--- src/rtl/wb_region_decoder.sv ---
// Wishbone B4 classic 1-to-N address decoder with registered response, error on unmapped
// addresses and master-abort handling. Define WB_DEC_TIMEOUT_EN to add the per-access watchdog.
module wb_region_decoder #(
  parameter int                       NUM_SLAVES         = 4,
  // Slave 0 occupies the least significant lane of both packed vectors.
  parameter logic [NUM_SLAVES*32-1:0] SLAVE_BASES        = {32'hF8000000, 32'h80000000,
                                                            32'hF0000800, 32'hF0000000},
  parameter logic [NUM_SLAVES*8-1:0]  SLAVE_AW           = {8'd14, 8'd27, 8'd11, 8'd11},
  parameter logic [31:0]              DEFAULT_READ_VALUE = 32'hBADFABAC,
  parameter int                       TIMEOUT_CYCLES     = 255
) (
  input  logic                       clk_i,
  input  logic                       rst_i,
  input  logic [31:0]                m_adr_i,
  input  logic [31:0]                m_dat_i,
  input  logic [3:0]                 m_sel_i,
  input  logic                       m_we_i,
  input  logic                       m_stb_i,
  input  logic                       m_cyc_i,
  output logic [31:0]                m_dat_o,
  output logic                       m_ack_o,
  output logic                       m_err_o,
  output logic [31:0]                s_adr_o,
  output logic [31:0]                s_dat_o,
  output logic [3:0]                 s_sel_o,
  output logic                       s_we_o,
  output logic [NUM_SLAVES-1:0]      s_cyc_o,
  output logic [NUM_SLAVES-1:0]      s_stb_o,
  input  logic [NUM_SLAVES*32-1:0]   s_dat_i,
  input  logic [NUM_SLAVES-1:0]      s_ack_i,
  input  logic [NUM_SLAVES-1:0]      s_err_i
`ifdef WB_DEC_TIMEOUT_EN
  ,
  output logic                       timeout_seen_o
`endif
);

  if (NUM_SLAVES < 1 || NUM_SLAVES > 8 || TIMEOUT_CYCLES < 2 || TIMEOUT_CYCLES > 65535) begin : g_bad_params
    $error("wb_region_decoder: NUM_SLAVES or TIMEOUT_CYCLES out of range");
  end

  typedef enum logic [1:0] {
    IDLE = 2'd0,
    FWD  = 2'd1,
    RESP = 2'd2
  } state_t;

  state_t                  state_q, state_d;
  logic [31:0]             adr_q, adr_d;
  logic [31:0]             wdat_q, wdat_d;
  logic [3:0]              sel_q, sel_d;
  logic                    we_q, we_d;
  logic [NUM_SLAVES-1:0]   stb_q, stb_d;
  logic                    ack_q, ack_d;
  logic                    err_q, err_d;
  logic [31:0]             rdat_q, rdat_d;
  logic [NUM_SLAVES-1:0]   hit;
  logic [31:0]             sel_dat;
  logic                    sel_ack;
  logic                    sel_err;
  logic                    req;

`ifdef WB_DEC_TIMEOUT_EN
  localparam logic [15:0] TMO_LAST = 16'(TIMEOUT_CYCLES - 1);
  logic [15:0] cnt_q, cnt_d;
  logic        tmo_q, tmo_d;
`endif

  // Bits below the slave's AW are offset bits and take no part in the decode.
  function automatic logic region_hit(input logic [31:0] adr, input int idx);
    logic [31:0] base;
    logic [31:0] mask;
    base = SLAVE_BASES[32*idx +: 32];
    mask = 32'hFFFF_FFFF << SLAVE_AW[8*idx +: 8];
    return ((adr ^ base) & mask) == 32'h0;
  endfunction

  // Scanning downwards lets the lowest matching index overwrite any higher one.
  always_comb begin
    hit = '0;
    for (int i = NUM_SLAVES - 1; i >= 0; i--) begin
      if (region_hit(m_adr_i, i)) begin
        hit    = '0;
        hit[i] = 1'b1;
      end
    end
  end

  // stb_q is one-hot in FWD, so it doubles as the select for the response mux.
  always_comb begin
    sel_dat = '0;
    for (int i = 0; i < NUM_SLAVES; i++) begin
      if (stb_q[i]) sel_dat = sel_dat | s_dat_i[32*i +: 32];
    end
  end

  assign sel_ack = |(s_ack_i & stb_q);
  assign sel_err = |(s_err_i & stb_q);
  assign req     = m_cyc_i & m_stb_i;

  // NOTE: every variable gets its default before the case so no path can infer a latch.
  always_comb begin
    state_d = state_q;
    adr_d   = adr_q;
    wdat_d  = wdat_q;
    sel_d   = sel_q;
    we_d    = we_q;
    stb_d   = stb_q;
    ack_d   = 1'b0;
    err_d   = 1'b0;
    rdat_d  = rdat_q;
`ifdef WB_DEC_TIMEOUT_EN
    cnt_d   = cnt_q;
    tmo_d   = tmo_q;
`endif
    unique case (state_q)
      IDLE: begin
        if (req) begin
          adr_d  = m_adr_i;
          wdat_d = m_dat_i;
          sel_d  = m_sel_i;
          we_d   = m_we_i;
          if (|hit) begin
            stb_d   = hit;
            state_d = FWD;
`ifdef WB_DEC_TIMEOUT_EN
            cnt_d   = '0;
`endif
          end else begin
            err_d   = 1'b1;
            rdat_d  = DEFAULT_READ_VALUE;
            state_d = RESP;
          end
        end
      end
      FWD: begin
        if (!req) begin
          stb_d   = '0;
          state_d = IDLE;
        end else if (sel_err) begin
          stb_d   = '0;
          err_d   = 1'b1;
          rdat_d  = DEFAULT_READ_VALUE;
          state_d = RESP;
        end else if (sel_ack) begin
          stb_d   = '0;
          ack_d   = 1'b1;
          if (!we_q) rdat_d = sel_dat;
          state_d = RESP;
        end
`ifdef WB_DEC_TIMEOUT_EN
        // The FWD cycle whose increment would reach the limit is the last one waited.
        else if (cnt_q == TMO_LAST) begin
          stb_d   = '0;
          err_d   = 1'b1;
          rdat_d  = DEFAULT_READ_VALUE;
          tmo_d   = 1'b1;
          state_d = RESP;
        end else begin
          cnt_d = cnt_q + 16'd1;
        end
`endif
      end
      RESP: state_d = IDLE;
      default: begin
        stb_d   = '0;
        state_d = IDLE;
      end
    endcase
  end

  // NOTE: sequential state uses non-blocking assignments so every register samples pre-edge values.
  always_ff @(posedge clk_i) begin
    if (rst_i) begin
      state_q <= IDLE;
      adr_q   <= '0;
      wdat_q  <= '0;
      sel_q   <= '0;
      we_q    <= 1'b0;
      stb_q   <= '0;
      ack_q   <= 1'b0;
      err_q   <= 1'b0;
      rdat_q  <= '0;
`ifdef WB_DEC_TIMEOUT_EN
      cnt_q   <= '0;
      tmo_q   <= 1'b0;
`endif
    end else begin
      state_q <= state_d;
      adr_q   <= adr_d;
      wdat_q  <= wdat_d;
      sel_q   <= sel_d;
      we_q    <= we_d;
      stb_q   <= stb_d;
      ack_q   <= ack_d;
      err_q   <= err_d;
      rdat_q  <= rdat_d;
`ifdef WB_DEC_TIMEOUT_EN
      cnt_q   <= cnt_d;
      tmo_q   <= tmo_d;
`endif
    end
  end

  assign m_dat_o = rdat_q;
  assign m_ack_o = ack_q;
  assign m_err_o = err_q;
  assign s_adr_o = adr_q;
  assign s_dat_o = wdat_q;
  assign s_sel_o = sel_q;
  assign s_we_o  = we_q;
  assign s_cyc_o = stb_q;
  assign s_stb_o = stb_q;
`ifdef WB_DEC_TIMEOUT_EN
  assign timeout_seen_o = tmo_q;
`endif

endmodule
--- config.mk ---
export PLATFORM = sky130hd
export DESIGN_NAME = wb_region_decoder
export DESIGN_NICKNAME = d
export VERILOG_FILES = /design/src/rtl/wb_region_decoder.sv
export SDC_FILE = /design/constraint.sdc
export NUM_CORES = 1
export LEC_CHECK = 0
export CAP_MARGIN = 15
export CORE_ASPECT_RATIO = 0.9
export CORE_UTILIZATION = 33
export CTS_BUF_LIST = sky130_fd_sc_hd__clkbuf_4 sky130_fd_sc_hd__clkbuf_8
export DETAILED_ROUTE_END_ITERATION = 10
export PLACE_DENSITY = 0.76
export SLEW_MARGIN = 20
export SYNTH_ARGS = -nofsm -noshare
export SYNTH_HDL_FRONTEND = slang
export SYNTH_SLANG_ARGS = --single-unit
export TNS_END_PERCENT = 30
--- constraint.sdc ---
create_clock -name clk_i -period 2 [get_ports clk_i]
set_input_delay 0.6 -clock clk_i [delete_from_list [all_inputs] [get_ports clk_i]]
set_output_delay 0.6 -clock clk_i [all_outputs]
set_load 0.05 [all_outputs]
* After elaboration in Yosys (flattened, before gate mapping)
Index checks and enable logic that the tools add are counted.
Storage, ports and cells: flip-flop bits (word level) 109, input port bits 209, output and inout bits 111, word-level logic and storage cells 78
Cells by class: equality and inequality tests 9, muxes and demuxes 33, bitwise operators 13, reductions and logical operators 14
Operator list (number):
- 2-to-1 mux 32 bit | 10
- logical NOT 32 bit | 4
- OR 32 bit | 3
- case mux 32 bit (2 select lines) | 1
- 2-to-1 mux 4 bit | 9
- case mux 4 bit (3 select lines) | 1
- OR reduction 4 bit | 3
- 2-to-1 mux 2 bit | 5
- NOT 5 bit | 2
- bitwise AND 4 bit | 2
- inequality test 2 bit, second input constant | 4
- OR reduction 7 bit | 1
- inequality test 3 bit, second input constant | 2
- AND reduction 6 bit | 1
- 2-to-1 mux 1 bit | 5
- inequality test 4 bit, second input constant | 1
- NOT 1 bit | 4
- NOT 4 bit | 1
- case mux 2 bit (2 select lines) | 1
- AND reduction 2 bit | 2
- AND reduction 4 bit | 1
- == test 2 x 1 -> 1 bit, second input constant | 1
- == test 2 bit, second input constant | 1
- logical NOT 2 bit | 1
- other kinds (3) | 3

* Longest topological paths before layout
Gate-level depths: netlist of run 1.
word-level depth 12, mapped depth 7, mapped depth without buffers 5

* Worst setup path before layout of run 1
No wires, ideal clock.
kind register -> register, start register stb_q[0] (netlist: s_cyc_o[0]), end register rdat_q[0] (netlist: m_dat_o[0]), arrival time 2.041 ns, required time 1.877 ns, setup slack -0.165 ns, cell stages (with the launch flop) 8, buffers on the path 2, period minus slack after synthesis 2.165 ns, path through dfxtp_1 > clkbuf_1 > a22oi_1 > a21oi_1 > o21ai_1 > a22oi_1 > buf_2 > mux2_1
On the way: longest elaborated chain between the ends 12, elaborated cells between the ends (all ways) 19, those cells by class eq/ne (2); mux (9); bitwise (5); reduce/logical (3)
Ends and longest elaborated chain:
- from (decl) | RTL line 53 | logic [NUM_SLAVES-1:0] stb_q, stb_d;
- from (signal assigned) | RTL line 194 | stb_q <= stb_d;
- 2-to-1 mux 32 bit | RTL line 93 | if (stb_q[i]) sel_dat = sel_dat | s_dat_i[32*i +: 32];
- OR 32 bit | RTL line 93
- 2-to-1 mux 32 bit | RTL line 93
- OR 32 bit | RTL line 93
- 2-to-1 mux 32 bit | RTL line 93
- OR 32 bit | RTL line 93
- 2-to-1 mux 32 bit | RTL line 93
- 2-to-1 mux 32 bit | RTL line 148 | if (!we_q) rdat_d = sel_dat;
- 2-to-1 mux 32 bit | RTL line 145 | end else if (sel_ack) begin
- 2-to-1 mux 32 bit | RTL line 140 | end else if (sel_err) begin
- 2-to-1 mux 32 bit | RTL line 137 | if (!req) begin
- case mux 32 bit (2 select lines) | RTL line 116 | unique case (state_q)
- to (signal assigned) | RTL line 197 | rdat_q <= rdat_d;
- to (decl) | RTL line 56 | logic [31:0] rdat_q, rdat_d;
Several ways; a longest one is shown, not always the timed one. The select of a mux whose other input is x is not followed. A chain may end at the register's enable or synchronous reset.

* Worst setup path in the final report of run 1
start input port m_adr_i[30], end register rdat_q[1] (netlist: m_dat_o[1])
On the way: longest elaborated chain between the ends 9, elaborated cells between the ends (all ways) 14, those cells by class eq/ne (1); mux (4); bitwise (3); reduce/logical (6)
Ends and longest elaborated chain:
- from (decl) | RTL line 14 | input logic [31:0] m_adr_i,
- NOT 5 bit (no source line)
- logical NOT 32 bit | RTL line 75 | return ((adr ^ base) & mask) == 32'h0;
- 2-to-1 mux 4 bit (3 in a row) | RTL line 82 | if (region_hit(m_adr_i, i)) begin
- 2-to-1 mux 4 bit * | RTL line 82
- OR reduction 4 bit * | RTL line 123 | if (|hit) begin
- inequality test 2 bit (no source line) *
- AND reduction 6 bit (no source line) *
Mark *: on every way between the ends. The rest lies on a longest branch, timed or not.

==> flow_summary.json, run 1 <==
{
  "endpoint_kind": "register",
  "synth_nets": 780,
  "pin_count": 320,
  "grt_max_degree": 36,
  "wl_met1_um": 7285,
  "cts.sinks": 109,
  "synth_seq_cells": 109,
  "pre_cts_slack_ns": -0.9617,
  "top_layer_used": "met4",
  "synth_top_cell_by_area": "dfxtp_1",
  "grt_antenna_before_repair": 0,
  "area_growth_syn_to_layout_pct": 80.16,
  "insertion_delay_ns": 0.38,
  "num_vias": 5450,
  "critical_path_class": "in -> reg",
  "drive_above_1_share_pct": 24.73,
  "leakagePower_nw": 3.413,
  "p_int_mw": 3.498,
  "layoutNonFillerInstCount": 1103,
  "fin_skew_ns": 0.01408,
  "peakVddDrop_mv": 0.5390,
  "cts_tree": "yes",
  "num-nets-final": 1114,
  "fin_tns_setup_ns": 0,
  "p_per_area_nw_per_um2": 601.6,
  "viasPerCell": 4.941,
  "gr-usage-all-layers_pct": 23.58,
  "synth_cell_types": 42,
  "ys_seq_area_share_pct": 45.59,
  "final_antenna_net_count": 0,
  "syn_area_sq_um": 4786,
  "outcome": "finished, final reports clean",
  "crit_fanout": 5,
  "worstPathRequired_ns": 2.27,
  "start_util_pct": 33.92,
  "clockRootBuffer": "clkbuf_8",
  "syn_area_per_cell_sq_um": 8.382,
  "clockBufferDepth": 2,
  "grt_pass1_wl_um": 26930,
  "seqPwrFrac_pct": 45.6,
  "ys_top_cells_by_area": "dfxtp_1 46%, nand2_1 11%, a21oi_1 8.8%",
  "switchingPower_mw": 1.689,
  "wl_met2_um": 8714,
  "gp_congestion": 0.8802,
  "path_clk_slew_ns": 0.11,
  "p_clk_share_pct": 25.4,
  "fillers": 1250,
  "min_path_cells": 3,
  "setup_slack_ns": 0.02571,
  "synth_top_area_share_pct": 45.59,
  "syn_inst": 571,
  "grt_pass1_vias": 5105,
  "slew_headroom_pct": 75.82,
  "min_path_type": "in -> reg",
  "cts_buffers": 9,
  "die_area_sq_um": 14990,
  "setup_viol": 0,
  "worstMarginPinSlew_ns": 0.3628,
  "routedWlPerCell_um": 16.49,
  "maxCapViolCount": 0,
  "ys_top_cells_by_count": "144 x nand2_1, 109 x dfxtp_1, 84 x a21oi_1",
  "die_w_um": 128.9,
  "dp_hpwl_um": 13700,
  "drc_errors": 0,
  "coreArea_sq_um": 14110,
  "synthFlopType": "dfxtp_1",
  "rows": 41,
  "swShare_pct": 32.56,
  "synth_async_sr_flop_share_pct": 0,
  "wl_met3_um": 1709,
  "final_util_pct": 61.12,
  "max_freq_ghz": 0.5065,
  "htree_levels": 3,
  "synth.yosys.warnings": 0,
  "rr_worst_depth": 6,
  "slew_violations": 0,
  "hold_viol": 0,
  "fin_crit_ns": 1.974,
  "place_inst": 1084,
  "combPwrFrac_pct": 29.0,
  "portBuffers": 319,
  "crit_arrival_ns": 2.25,
  "yosysMostFrequentCell": "nand2_1",
  "synth_edf_count": 0,
  "gr-total-overflow": 0,
  "drt_wl_total_um": 18190,
  "start_kind": "input pin",
  "finalCritPeriodShare_pct": 98.71,
  "firstDrtPassIters": 4,
  "die_y_um": 116.2,
  "antenna_cells": 0,
  "dr.first_iter.drc_count": 246
}
-- logic make-up (layout without fill, tap and decap cells) --
logic type | count (synthesis) | after routing | synth area share, %
multiplexers | 13 | 13 | 3.007
flip-flops | 109 | 109 | 45.59
buffers and inverters | 53 | 392 | 4.810
AO/OA/AOI/OAI | 184 | 184 | 26.14
AND/OR/NAND/NOR | 212 | 212 | 20.44
-- worst max-delay path, cell delays in order --
cell,delay [ns]
buf_2,0.12
or4b_4,0.58
nor2_4,0.13
a211o_1,0.16
a22oi_2,0.08
buf_4,0.15
clkbuf_16,0.15
mux2_4,0.29
-- state kept, by name (all words and copies together), names as in the netlist --
signal   flops
m_ack_o      1
m_dat_o     32
m_err_o      1
s_adr_o     32
s_cyc_o      4
s_dat_o     32
s_sel_o      4
s_we_o       1
state_q      2
-- worst paths after layout --
check        slack (ns)     endpoint        start
max                0.03   m_dat_o[1]  m_adr_i[30]
min                0.46  s_adr_o[31]  m_adr_i[31]
max reg2reg        0.22   m_dat_o[6]   state_q[1]
min reg2reg        0.46  s_adr_o[19]  s_adr_o[19]
-- cell type report --
class                      count  area, sq um  area share (%)
tap                          193        241.5           2.801
timing repair buffer         376         3510           40.71
sequential                   109         2187           25.37
clock inverter                 7        63.81          0.7401
multi-input combinational    409         2496           28.95
clock buffer                   9        123.9           1.437
-- metrics by stage --
stage	total power [mW]	hold WS, ns	instance area (sq um)
floorplan	3.125	0.4742	4835
global placement	3.891	0.4425	8378
detailed placement	3.902	0.4466	8378
CTS	5.261	0.4273	8594
global route	5.440	0.4380	8622
finish	5.187	0.4563	8622
-- per-layer routing --
layer	up-vias	GRT usage (%)
met4	0	8.314
li1	2689	-
met5	-	0
met1	2492	27.04
met2	240	40.40
met3	29	8.841
-- repair_timing --
item                       4_1_cts  5_1_grt
hold buffers                     0        0
gates resized for setup         46       11
setup endpoints to repair       36        8
pin swaps                       12       10
setup buffers                    2        2
gates cloned                     1        0
-- placed cells by master (no fill, tap or decap), types with 2 or more instances in the layout --
cell and n:
clkdlybuf4s50_1 187, buf_4 152, nand2_1 144, dfxtp_1 105, a21oi_1 83, nor2b_1 32
a22oi_1 24, a22o_1 21, a221oi_1 21, a2bb2oi_1 21, buf_12 16, clkbuf_8 9
dlygate4sd2_1 8, mux2_4 7, nor2_1 5, nor3_1 5, buf_2 5, nand2b_1 4
mux2_1 4, dfxtp_2 4, a22oi_2 3, o21ai_1 3, inv_8 3, clkbuf_2 3
clkdlybuf4s15_1 3, nor4_4 2, nor2_4 2, or4_4 2, nor4_1 2, mux2i_1 2
inv_6 2
-- power by group through the flow --
stage / clock network [mW] / registers, mW / logic (mW)
finish: 1.32 / 2.36 / 1.51
global route: 1.47 / 2.38 / 1.59
CTS: 1.39 / 2.36 / 1.51
detailed placement: 0 / 2.41 / 1.49
global placement: 0 / 2.41 / 1.48
floorplan: 0 / 2.84 / 0.286
No activity file was read; power rests on OpenSTA's default activity.
==> inputs of run 2 (changes only) <==
--- a/config.mk
+++ b/config.mk
@@ -11,6 +11,7 @@
 export CTS_BUF_LIST = sky130_fd_sc_hd__clkbuf_4 sky130_fd_sc_hd__clkbuf_8
 export DETAILED_ROUTE_END_ITERATION = 10
 export PLACE_DENSITY = 0.76
+export REMOVE_ABC_BUFFERS = 1
 export SLEW_MARGIN = 20
 export SYNTH_ARGS = -nofsm -noshare
 export SYNTH_HDL_FRONTEND = slang
==> flow_summary.json, run 2 (same netlist as run 1, synthesis figures left out) <==
{
  "p_int_mw": 3.510,
  "critPathBufInv": 3,
  "portBuffers": 319,
  "endpoint_kind": "register",
  "rr_worst_depth": 6,
  "wl_met2_um": 8973,
  "fillers": 1266,
  "gr-total-overflow": 0,
  "rows": 41,
  "grt_antenna_before_repair": 0,
  "num-nets-final": 1122,
  "die_w_um": 128.9,
  "cts.sinks": 109,
  "rsz0062_at_grt": "yes",
  "drt_wl_total_um": 18260,
  "max_stage_delay_ns": 0.29,
  "die_y_um": 116.2,
  "final_area_sq_um": 8716,
  "slew_violations": 0,
  "worstMarginPinSlew_ns": 0.3721,
  "min_path_cells": 2,
  "pin_count": 320,
  "area_growth_syn_to_layout_pct": 82.12,
  "wl_met1_um": 8021,
  "cts-hold-fix-buffers": 0,
  "crit_arrival_ns": 2.26,
  "antenna_cells": 0,
  "grt_pass1_vias": 5304,
  "start_util_pct": 33.92,
  "mostFrequentLayoutCells": "187 x clkdlybuf4s50_1, 158 x buf_4, 143 x nand2_1, 107 x dfxtp_1, 82 x a21oi_1",
  "combPwrFrac_pct": 29.3,
  "dp_hpwl_um": 13700,
  "fin_crit_ns": 1.998,
  "max_freq_ghz": 0.5004,
  "clockRootBuffer": "clkbuf_8",
  "min_path_type": "reg -> reg",
  "rr_endpoint": "m_dat_o[4]",
  "top_layer_used": "met4",
  "cts_tree": "yes",
  "routedWlPerCell_um": 16.44,
  "setup_viol": 0,
  "peakVddDrop_mv": 0.3884,
  "viasPerCell": 4.895,
  "clockBufferDepth": 2,
  "gr-usage-all-layers_pct": 23.29,
  "path_clk_slew_ns": 0.10,
  "r2r_slack_ns": 0.19,
  "slew_headroom_pct": 75.19,
  "crit_family": "simple AND/OR/NAND/NOR gates",
  "switchingPower_mw": 1.672,
  "finalCritPeriodShare_pct": 99.92,
  "insertion_delay_ns": 0.37,
  "reg2reg_from": "state_q[1]",
  "place_area_sq_um": 8346,
  "worstPathRequired_ns": 2.26,
  "critical_path_class": "in -> reg",
  "drive_above_1_share_pct": 26.14,
  "start_kind": "input pin",
  "hold_viol": 0,
  "crit_fanout": 5,
  "gp_congestion": 0.8272,
  "cp_cell_sequence": "dlygate4sd2_1, nor4_1, and4_4, a211o_1, a22oi_2, buf_4, clkbuf_16, mux2_4",
  "final_common_cell": "clkdlybuf4s50_1",
  "cts_buffers": 9,
  "drc_errors": 0,
  "multi_input_area_sq_um": 2535,
  "seqPwrFrac_pct": 45.6,
  "fin_skew_ns": 0.01537,
  "die_area_sq_um": 14990,
  "power_mw": 5.183,
  "p_per_area_nw_per_um2": 594.6,
  "p_clk_share_pct": 25.1,
  "grt_pass1_wl_um": 27210,
  "min_to": "s_dat_o[3]",
  "holdCritStartpoint": "s_dat_o[3]",
  "dr.first_iter.drc_count": 323,
  "swShare_pct": 32.26,
  "crit_slowest_cell": "mux2_4",
  "register_area_sq_um": 2185,
  "outcome": "finished, final reports clean",
  "htree_levels": 3,
  "num_vias": 5438,
  "firstDrtPassIters": 4,
  "wl_met3_um": 930,
  "coreArea_sq_um": 14110,
  "leakagePower_nw": 3.444,
  "maxCapViolCount": 0,
  "final_antenna_net_count": 0,
  "grt_max_degree": 77
}
## run 2: cell count changes in the layout (fill, tap and decap cells not counted), sizes merged
cell           before  now
clkinv              1    2
buf               173  179
inv                 5    3
dlygate4sd2         8   12
clkdlybuf4s15       4    0
clkbuf             13   16
## run 2: worst register-to-register path, stage by stage, from the launching register on
cell	delay, ns
dfxtp_1	0.39
or2_4	0.29
a211o_1	0.28
a22oi_2	0.17
buf_4	0.16
clkbuf_16	0.14
mux2_4	0.29
## run 2: per-stage QoR
stage	setup TNS (ns)	hold WS [ns]	worst slack, ns	std cells	utilization, %
5_1_grt	-0.2441	0.4626	-0.03822	1111	61.78
4_1_cts	0	0.4624	0.007426	1109	61.46
3_5_place_dp	-25.74	0.4469	-0.6497	1087	59.16
2_1_floorplan	-142.99	0.4731	-1.691	518	-
6_report	0	0.4611	0.001628	1111	61.78
3_3_place_gp	-21.69	0.4426	-0.6009	1087	59.16
## run 2: final cells by class
type / instances / area share, %
Timing Repair Buffer: 384 / 40.93
Multi-Input combinational cell: 409 / 29.08
Sequential cell: 109 / 25.06
Tap cell: 193 / 2.771
Clock buffer: 10 / 1.507
Clock inverter: 6 / 0.6460
## run 2: power by group through the flow
stage	combinational, mW	sequential [mW]	clock (mW)
finish	1.52	2.36	1.30
global route	1.60	2.38	1.43
CTS	1.52	2.36	1.35
detailed placement	1.49	2.41	0
global placement	1.48	2.41	0
floorplan	0.236	2.84	0
## run 2: worst max-delay path by stage
| stage | from | end | slack [ns] | cells past startpoint |
|---|---|---|---|---|
| after floorplan | m_cyc_i | s_cyc_o[3] | -1.69 | 5 |
| after global placement | m_adr_i[23] | s_cyc_o[1] | -0.60 | 6 |
| after detailed placement | m_adr_i[28] | m_dat_o[30] | -0.65 | 7 |
| after CTS | m_adr_i[31] | m_dat_o[4] | 0.007 | 8 |
| after global routing | m_stb_i | m_dat_o[4] | -0.04 | 8 |
| final | m_adr_i[14] | m_dat_o[4] | 0.002 | 8 |
## run 2: repair_timing
action                                  4_1_cts  5_1_grt
resized for setup                            54       25
pin swaps                                     9       11
buffers inserted                              5        2
endpoints found under the setup margin       43       40
endpoints found under the hold margin         0        0
cloned                                        1        0
## run 2: routing by layer
layer,track usage (%),up-vias
met5,0,-
met3,4.718,24
li1,-,2713
met1,29.40,2535
met4,7.059,0
met2,40.14,166
